$ cat config.mk
export PLATFORM = sky130hd
export DESIGN_NAME = note_oscillator
export DESIGN_NICKNAME = d
export VERILOG_FILES = /design/src/rtl/note_oscillator.sv
export SDC_FILE = /design/constraint.sdc
export NUM_CORES = 1
export LEC_CHECK = 0
export CORE_MARGIN = 4
export CORE_UTILIZATION = 53
export DETAILED_ROUTE_END_ITERATION = 10
export PLACE_DENSITY = 0.78
export SETUP_SLACK_MARGIN = 0.5
export SLEW_MARGIN = 20
export SYNTH_ARGS = -nofsm -noshare
export SYNTH_HDL_FRONTEND = slang
export SYNTH_SLANG_ARGS = --single-unit
$ cat constraint.sdc
create_clock -name clk -period 2.9 [get_ports clk]
set_clock_uncertainty 0.1 [all_clocks]
set_input_delay 0.435 -clock clk [delete_from_list [all_inputs] [get_ports clk]]
set_output_delay 0.435 -clock clk [all_outputs]
set_load 0.05 [all_outputs]
$ cat src/rtl/note_oscillator.sv
// Key-driven tone oscillator: runs a per-note phase counter and periodically
// presents a stable phase/divisor pair with a one-cycle strobe for a divider.
module note_oscillator #(
    parameter int unsigned CNT_W         = 16,
    parameter int unsigned SAMPLE_PERIOD = 256
) (
    input  logic             clk,
    input  logic             rst,
    input  logic [12:0]      key_in,
    input  logic [1:0]       octave,
    output logic             sample_now,
    output logic [CNT_W-1:0] oscillator_out,
    output logic [CNT_W-1:0] divisor_out,
    output logic             note_active
);
    localparam int unsigned NUM_KEYS = 13;
    localparam int unsigned IDX_W    = 4;
    localparam int unsigned OCT_W    = 2;
    localparam int unsigned BASE_W   = 16;
    localparam int unsigned TICK_W   = $clog2(SAMPLE_PERIOD);

    // Base period divisors for C4..C5 at the lowest octave setting.
    function automatic logic [BASE_W-1:0] base_div(input logic [IDX_W-1:0] idx);
        case (idx)
            4'd0:    return 16'd38222;
            4'd1:    return 16'd36076;
            4'd2:    return 16'd34052;
            4'd3:    return 16'd32141;
            4'd4:    return 16'd30338;
            4'd5:    return 16'd28635;
            4'd6:    return 16'd27027;
            4'd7:    return 16'd25511;
            4'd8:    return 16'd24079;
            4'd9:    return 16'd22727;
            4'd10:   return 16'd21452;
            4'd11:   return 16'd20248;
            4'd12:   return 16'd19111;
            default: return 16'd38222;
        endcase
    endfunction

    logic                sel_valid;
    logic [IDX_W-1:0]    sel_idx;
    logic [OCT_W-1:0]    sel_oct;
    logic [CNT_W-1:0]    phase_cnt;
    logic [TICK_W-1:0]   tick_cnt;

    logic                nxt_valid;
    logic [IDX_W-1:0]    nxt_idx;
    logic [OCT_W-1:0]    nxt_oct;
    logic [CNT_W-1:0]    cur_div;
    logic [CNT_W-1:0]    nxt_div;
    logic                sel_change;
    logic                tick_wrap;
    logic [CNT_W-1:0]    phase_nxt;

    // Lowest asserted key wins; octave is zeroed with no key so the tuple stays canonical.
    always_comb begin
        nxt_valid = |key_in;
        nxt_idx   = '0;
        for (int i = NUM_KEYS - 1; i >= 0; i--) begin
            if (key_in[i]) begin
                nxt_idx = IDX_W'(i);
            end
        end
        nxt_oct = nxt_valid ? octave : '0;
    end

    always_comb begin
        cur_div    = CNT_W'(base_div(sel_idx) >> sel_oct);
        nxt_div    = CNT_W'(base_div(nxt_idx) >> nxt_oct);
        sel_change = (nxt_valid != sel_valid) || (nxt_idx != sel_idx) || (nxt_oct != sel_oct);
        tick_wrap  = (tick_cnt == TICK_W'(SAMPLE_PERIOD - 1));
        phase_nxt  = '0;
        if (!sel_change && sel_valid && (phase_cnt != cur_div - CNT_W'(1))) begin
            phase_nxt = phase_cnt + CNT_W'(1);
        end
    end

    // A selection change on a tick edge restarts the phase, so the strobe reports 0
    // with the newly selected divisor.
    always_ff @(posedge clk) begin
        if (rst) begin
            sel_valid      <= 1'b0;
            sel_idx        <= '0;
            sel_oct        <= '0;
            phase_cnt      <= '0;
            tick_cnt       <= '0;
            sample_now     <= 1'b0;
            oscillator_out <= '0;
            divisor_out    <= CNT_W'(1);
            note_active    <= 1'b0;
        end else begin
            sel_valid  <= nxt_valid;
            sel_idx    <= nxt_idx;
            sel_oct    <= nxt_oct;
            phase_cnt  <= phase_nxt;
            tick_cnt   <= tick_wrap ? '0 : tick_cnt + TICK_W'(1);
            sample_now <= tick_wrap;
            if (tick_wrap) begin
                oscillator_out <= (sel_change || !sel_valid) ? '0 : phase_cnt;
                note_active    <= nxt_valid;
                if (nxt_valid) begin
                    divisor_out <= nxt_div;
                end
            end
        end
    end
endmodule

==> results_dict.tcl, run 1 <==
set metrics [dict create \
    crit_fanout 8 \
    wire_per_inst_um 24.2 \
    reg2reg_from "sel_oct[1]$_SDFF_PP0_" \
    die_w_um 109 \
    rows 36 \
    yosysWarnings 0 \
    io_buffers 50 \
    die_h_um 109 \
    synth_edf_count 0 \
    crit_path_cell_trace "buf_6 > buf_4 > nor3b_1 > o211ai_1 > a211oi_2 > nand4_1 > or3b_4 > a31oi_4 > buf_12 > a311oi_2" \
    grt_pass1_vias 6285 \
    avgSynthCellArea_um2 8.53 \
    switchingPower_uw 945 \
    core-area_um2 9910 \
    critPathSlowestCell "or3b_4" \
    pin_count 51 \
    ant_nets 0 \
    gp_congestion 0.971 \
    finish.utilization 0.891 \
    finalPower_mw 2.98 \
    status "finished with violations" \
    worstPathRequired_ns 3.05 \
    worstSkewPairLatency_ns 0.37 \
    grt_pass1_wl_mm 32.0 \
    syn_inst 639 \
    tns_ns -2.98 \
    ir_worst_vdd_mv 0.318 \
    power_frac_clock 0.331 \
    ys_types 85 \
    drive_gt1_frac 0.442 \
    violations "DRC, setup timing" \
    cts.sinks 81 \
    vias 6712 \
    synth_seq_cells 81 \
    critPathTopFamily "compound AO/OA/AOI/OAI gates" \
    grt_overflow_total 0 \
    drtIter0Drc 849 \
    place_area_um2 7110 \
    clk_path_buf_depth 2 \
    synthFlopType "dfxtp_1" \
    hold_start "note_active$_SDFFE_PP0P_" \
    slew_violations 0 \
    p_leak_nw 3.32 \
    cts_tree "built" \
    rsz0062_at_grt "yes" \
    die_area_um2 12000 \
    final_cell_mix "buf_4 (135), dfxtp_1 (79), nor2_1 (55)" \
    worst_pin_slew_ns 0.553 \
    holdWs_ns 0.367 \
    critPathLaunch "sel_oct[1]$_SDFF_PP0_" \
    finalSetupViolCount 16 \
    grt.met1_usage 0.400 \
    fin_crit_sh 1.07 \
    hpwlAfterDp_mm 12.8 \
    layout-area-overhead-vs-synth_pct 62.0 \
    antenna_found_initial 0 \
    drt-total-wl_mm 23.9 \
    max_cap_viol_count 0 \
    grt_start_max_net_pins 23 \
    hold_class "reg -> reg" \
    syn_nets 673 \
    gr-usage-all-layers 0.336 \
    yosysSeqAreaShare 0.298 \
    worstPathArrival_ns 3.25 \
    p_comb_frac 0.280 \
    max_clock_freq_ghz 0.323 \
    cts_buffers 9 \
    p_per_area_nw_per_um2 338 \
    diodes 0 \
    syn-cell-area_um2 5450 \
    critPathBufInv 3 \
    critical_path_class "reg -> reg" \
    start_util 0.550 \
    vias_per_cell 6.79 \
    drc 2 \
    stdcell_area_um2 8830 \
    cp-start-kind "flip-flop" \
    final_common_cell "buf_4" \
    period_needed_ns 3.10 \
    cts_hold_buffers 0 \
    async_flop_share 0 \
    dp.cells 907 \
    dp_slack_ns -0.416 \
    root_buffer "clkbuf_8" \
    seqPwrFrac 0.389 \
    grt_use_met2 0.573 \
    switching_share 0.317 \
    slew_headroom 0.631 \
    nets 884 \
    setup_ws_ns -0.199 \
    ctsHtreeMaxLevel 3 \
    cp-end-kind "flip-flop" \
    met3_usage 0.0711 \
    grt_busiest_layer "met2" \
    final_cell_count_no_fill 988 \
    clk_pin_slew_ns 0.09 \
    cp_slowest_stage_delay_ns 0.44 \
    dr.pass1.iters 9 \
    p_int_mw 2.03 \
    hold_viol 0 \
]
[repair_timing]
| item | 4_1_cts | 5_1_grt |
|---|---|---|
| buffers inserted | 36 | 24 |
| pin swaps | 45 | 65 |
| gates resized for setup | 116 | 138 |
| gates cloned | 3 | 2 |
| endpoints found under the setup margin | 63 | 60 |
[layout make-up]
class / count / area, um2
Clock inverter: 6 / 90.1
Tap cell: 133 / 166
Inverter: 20 / 90.1
Sequential cell: 81 / 1630
Timing Repair Buffer: 240 / 2270
Clock buffer: 10 / 138
Fill cell: 428 / 1080
Multi-Input combinational cell: 498 / 4450
[worst paths after layout]
check	slack, ns	cells past startpoint	to
setup / recovery	-0.20	10	phase_cnt[7]$_SDFF_PP0_
hold / removal	0.37	2	note_active$_SDFFE_PP0P_
setup reg to reg	-0.20	10	phase_cnt[7]$_SDFF_PP0_
hold reg to reg	0.37	2	note_active$_SDFFE_PP0P_
[power groups by stage]
stage | Clock [mW] | Combinational, mW | Sequential [mW]
6_report | 0.986 | 0.835 | 1.16
5_1_grt | 1.01 | 0.863 | 1.16
4_1_cts | 0.964 | 0.660 | 1.15
3_5_place_dp | 0 | 0.553 | 1.18
3_3_place_gp | 0 | 0.540 | 1.18
2_1_floorplan | 0 | 0.340 | 1.17
[metal layers]
metal | part of all wire | routed length [um]
met1 | 0.36 | 8570
met2 | 0.48 | 11400
met3 | 0.094 | 2250
met4 | 0.069 | 1650
met5 | 0 | 0
[cell usage after synthesis, drive strengths merged, types with 7 or more instances]
library cell,number,share of area
ha,17,0.039
a311oi,18,0.040
inv,19,0.013
buf,18,0.024
xor2,16,0.026
mux2,8,0.017
and3,8,0.0092
dfxtp,81,0.30
a31oi,8,0.012
nand3,27,0.025
o22ai,7,0.0080
nand2,48,0.033
clkbuf,22,0.015
mux2i,27,0.053
o21ai,28,0.026
xnor2,30,0.048
nor2,67,0.046
nor3,23,0.022
o211ai,7,0.011
a211oi,13,0.019
a22o,16,0.026
nor4,8,0.013
a21oi,26,0.024
[worst reg2reg max path, delay by kind of cell, from the launching register on]
family                 cells  cell delay (ns)
AOI/OAI and AO/OA          4             1.03
buffers and inverters      3             0.49
and+or+nand+nor            3             0.93
DFF                        1             0.43
[cells by family after synthesis]
kind of cell | after synthesis | share of synthesized area
mux | 36 | 0.0732
fa+ha+maj | 17 | 0.0390
compound gates | 181 | 0.266
simple gates | 218 | 0.197
xor+xnor | 46 | 0.0739
flops | 81 | 0.298
buf+inv | 60 | 0.0530
No activity file was read; power rests on OpenSTA's default activity.
==> inputs of run 2 (changes only) <==
- CORE_UTILIZATION: 53 -> 63
- PLACE_DENSITY: 0.78 -> 0.95
- clock period: 2.9 -> 3.7 ns (I/O delays scaled with it)
==> run 2 against run 1 <==
The flow now finishes without violations. Via count decreased by 7.8%. Routed wire length down 16%. Final cell count fell by 18%. Clock power shrank 25%. Combinational power shrank 51%. Global-route usage increased by 1.4 points.
==> results_dict.tcl, run 2 (synthesis gave the netlist of run 1 again) <==
set metrics [dict create \
    pin_count 51 \
    worstSkewPairLatency_ns 0.37 \
    hold_class "reg -> reg" \
    clk_pin_slew_ns 0.09 \
    worstPathArrival_ns 3.54 \
    slew_headroom 0.392 \
    tns_ns 0 \
    rsz0062_at_grt "no" \
    wire_per_inst_um 24.8 \
    crit_top_cell "o21bai_1" \
    cts_buffers 9 \
    p_per_area_nw_per_um2 311 \
    ant_nets 0 \
    rows 33 \
    period_needed_ns 3.34 \
    grt_pass1_wl_mm 28.6 \
    finish.utilization 0.798 \
    max_cap_viol_count 0 \
    hpwlAfterDp_mm 11.4 \
    finalSetupViolCount 0 \
    ir_worst_vdd_mv 0.251 \
    gr-usage-all-layers 0.350 \
    cp-start-kind "input port" \
    worst_pin_slew_ns 0.909 \
    core-area_um2 8300 \
    max_clock_freq_ghz 0.299 \
    die_h_um 101 \
    critPathSlowestCell "clkdlybuf4s50_1" \
    p_leak_nw 2.45 \
    crit_path_cell_trace "clkdlybuf4s50_1 > o21bai_1 > a31oi_1 > o21bai_1 > inv_2 > ha_1 > o21ai_0 > a311oi_1 > mux2i_1 > a221o_1 > a21oi_1" \
    die_w_um 101 \
    drive_gt1_frac 0.174 \
    cts.sinks 81 \
    nets 735 \
    crit_fanout 6 \
    cp_slowest_stage_delay_ns 0.51 \
    slew_violations 0 \
    grt_pass1_vias 5714 \
    gp_congestion 1.13 \
    final_cell_mix "dfxtp_1 (80), nor2_1 (66), nand2_1 (46)" \
    diodes 0 \
    worstPathRequired_ns 3.90 \
    grt_overflow_total 0 \
    drtIter0Drc 1007 \
    hold_viol 0 \
    fin_crit_sh 0.903 \
    layout-area-overhead-vs-synth_pct 21.6 \
    dr.pass1.iters 11 \
    cp-end-kind "flip-flop" \
    dp_slack_ns 0.0815 \
    clk_path_buf_depth 2 \
    root_buffer "clkbuf_8" \
    grt_start_max_net_pins 28 \
    vias_per_cell 7.63 \
    setup_ws_ns 0.360 \
    critical_path_class "in -> reg" \
    antenna_found_initial 0 \
    status "completed" \
    cts_tree "built" \
    die_area_um2 10200 \
    final_common_cell "dfxtp_1" \
    vias 6190 \
    drt-total-wl_mm 20.1 \
    ctsHtreeMaxLevel 3 \
    drc 0 \
    io_buffers 50 \
    start_util 0.657 \
]
[run 2: area by class of cell]
type / count / area [um2]
multi-input cells: 498 / 3690
fillers: 421 / 1670
flip-flops and latches: 81 / 1630
repair buffers: 91 / 882
well taps: 105 / 131
clock buffers: 10 / 128
clock inverters: 6 / 90.1
inverters: 20 / 75.1
[run 2: critical path, delay by kind of cell]
kind	cells	cell delay [ns]
compound gates	7	1.75
fa+ha+maj	1	0.44
buf+inv	2	0.63
mux	1	0.16
[run 2: report_power, final]
| part | switching [mW] | total, mW | internal [mW] |
|---|---|---|---|
| Combinational | 0.257 | 0.412 | 0.155 |
| Clock | 0.357 | 0.741 | 0.384 |
| Sequential | 0.0211 | 0.906 | 0.885 |
[run 2: what timing repair did]
item | 4_1_cts | 5_1_grt
resized for setup | 8 | 47
endpoints found under the setup margin | 18 | 52
pin swaps | 2 | 11
endpoints found under the hold margin | 0 | 0
hold buffers | 0 | 0
setup buffers | 2 | 9
gates cloned | 0 | 1
[run 2: path summary, 6_finish.rpt]
path | start | endpoint | slack, ns | cells after the start
worst max-delay path | key_in[5] | divisor_out[6]$_SDFFE_PP0P_ | 0.36 | 11
worst max register to register | sel_oct[1]$_SDFF_PP0_ | phase_cnt[0]$_SDFF_PP0_ | 0.49 | 11
worst min-delay path | divisor_out[13]$_SDFFE_PP0P_ | divisor_out[13]$_SDFFE_PP0P_ | 0.37 | 2
worst min register to register | divisor_out[13]$_SDFFE_PP0P_ | divisor_out[13]$_SDFFE_PP0P_ | 0.37 | 2
[run 2: layer usage]
metal	global-route usage	wire [um]
met5	0	0
met4	0.197	1960
met3	0.0900	2580
met1	0.411	6910
met2	0.579	8670
[run 2: metrics by stage]
step | hold WS [ns] | total power, mW | cells | instance area (um2)
finish | 0.372 | 2.06 | 811 | 6630
global route | 0.394 | 2.10 | 811 | 6630
global placement | 0.339 | 1.24 | 783 | 6090
CTS | 0.373 | 1.97 | 801 | 6370
detailed placement | 0.357 | 1.26 | 783 | 6090
floorplan | 0.326 | 1.16 | 639 | 5450
==> inputs of run 3 (changes only) <==
- SLEW_MARGIN: 20 -> 5
==> results of run 3 <==
Same layout as run 2: the final DEF is identical, and so are final timing and power.
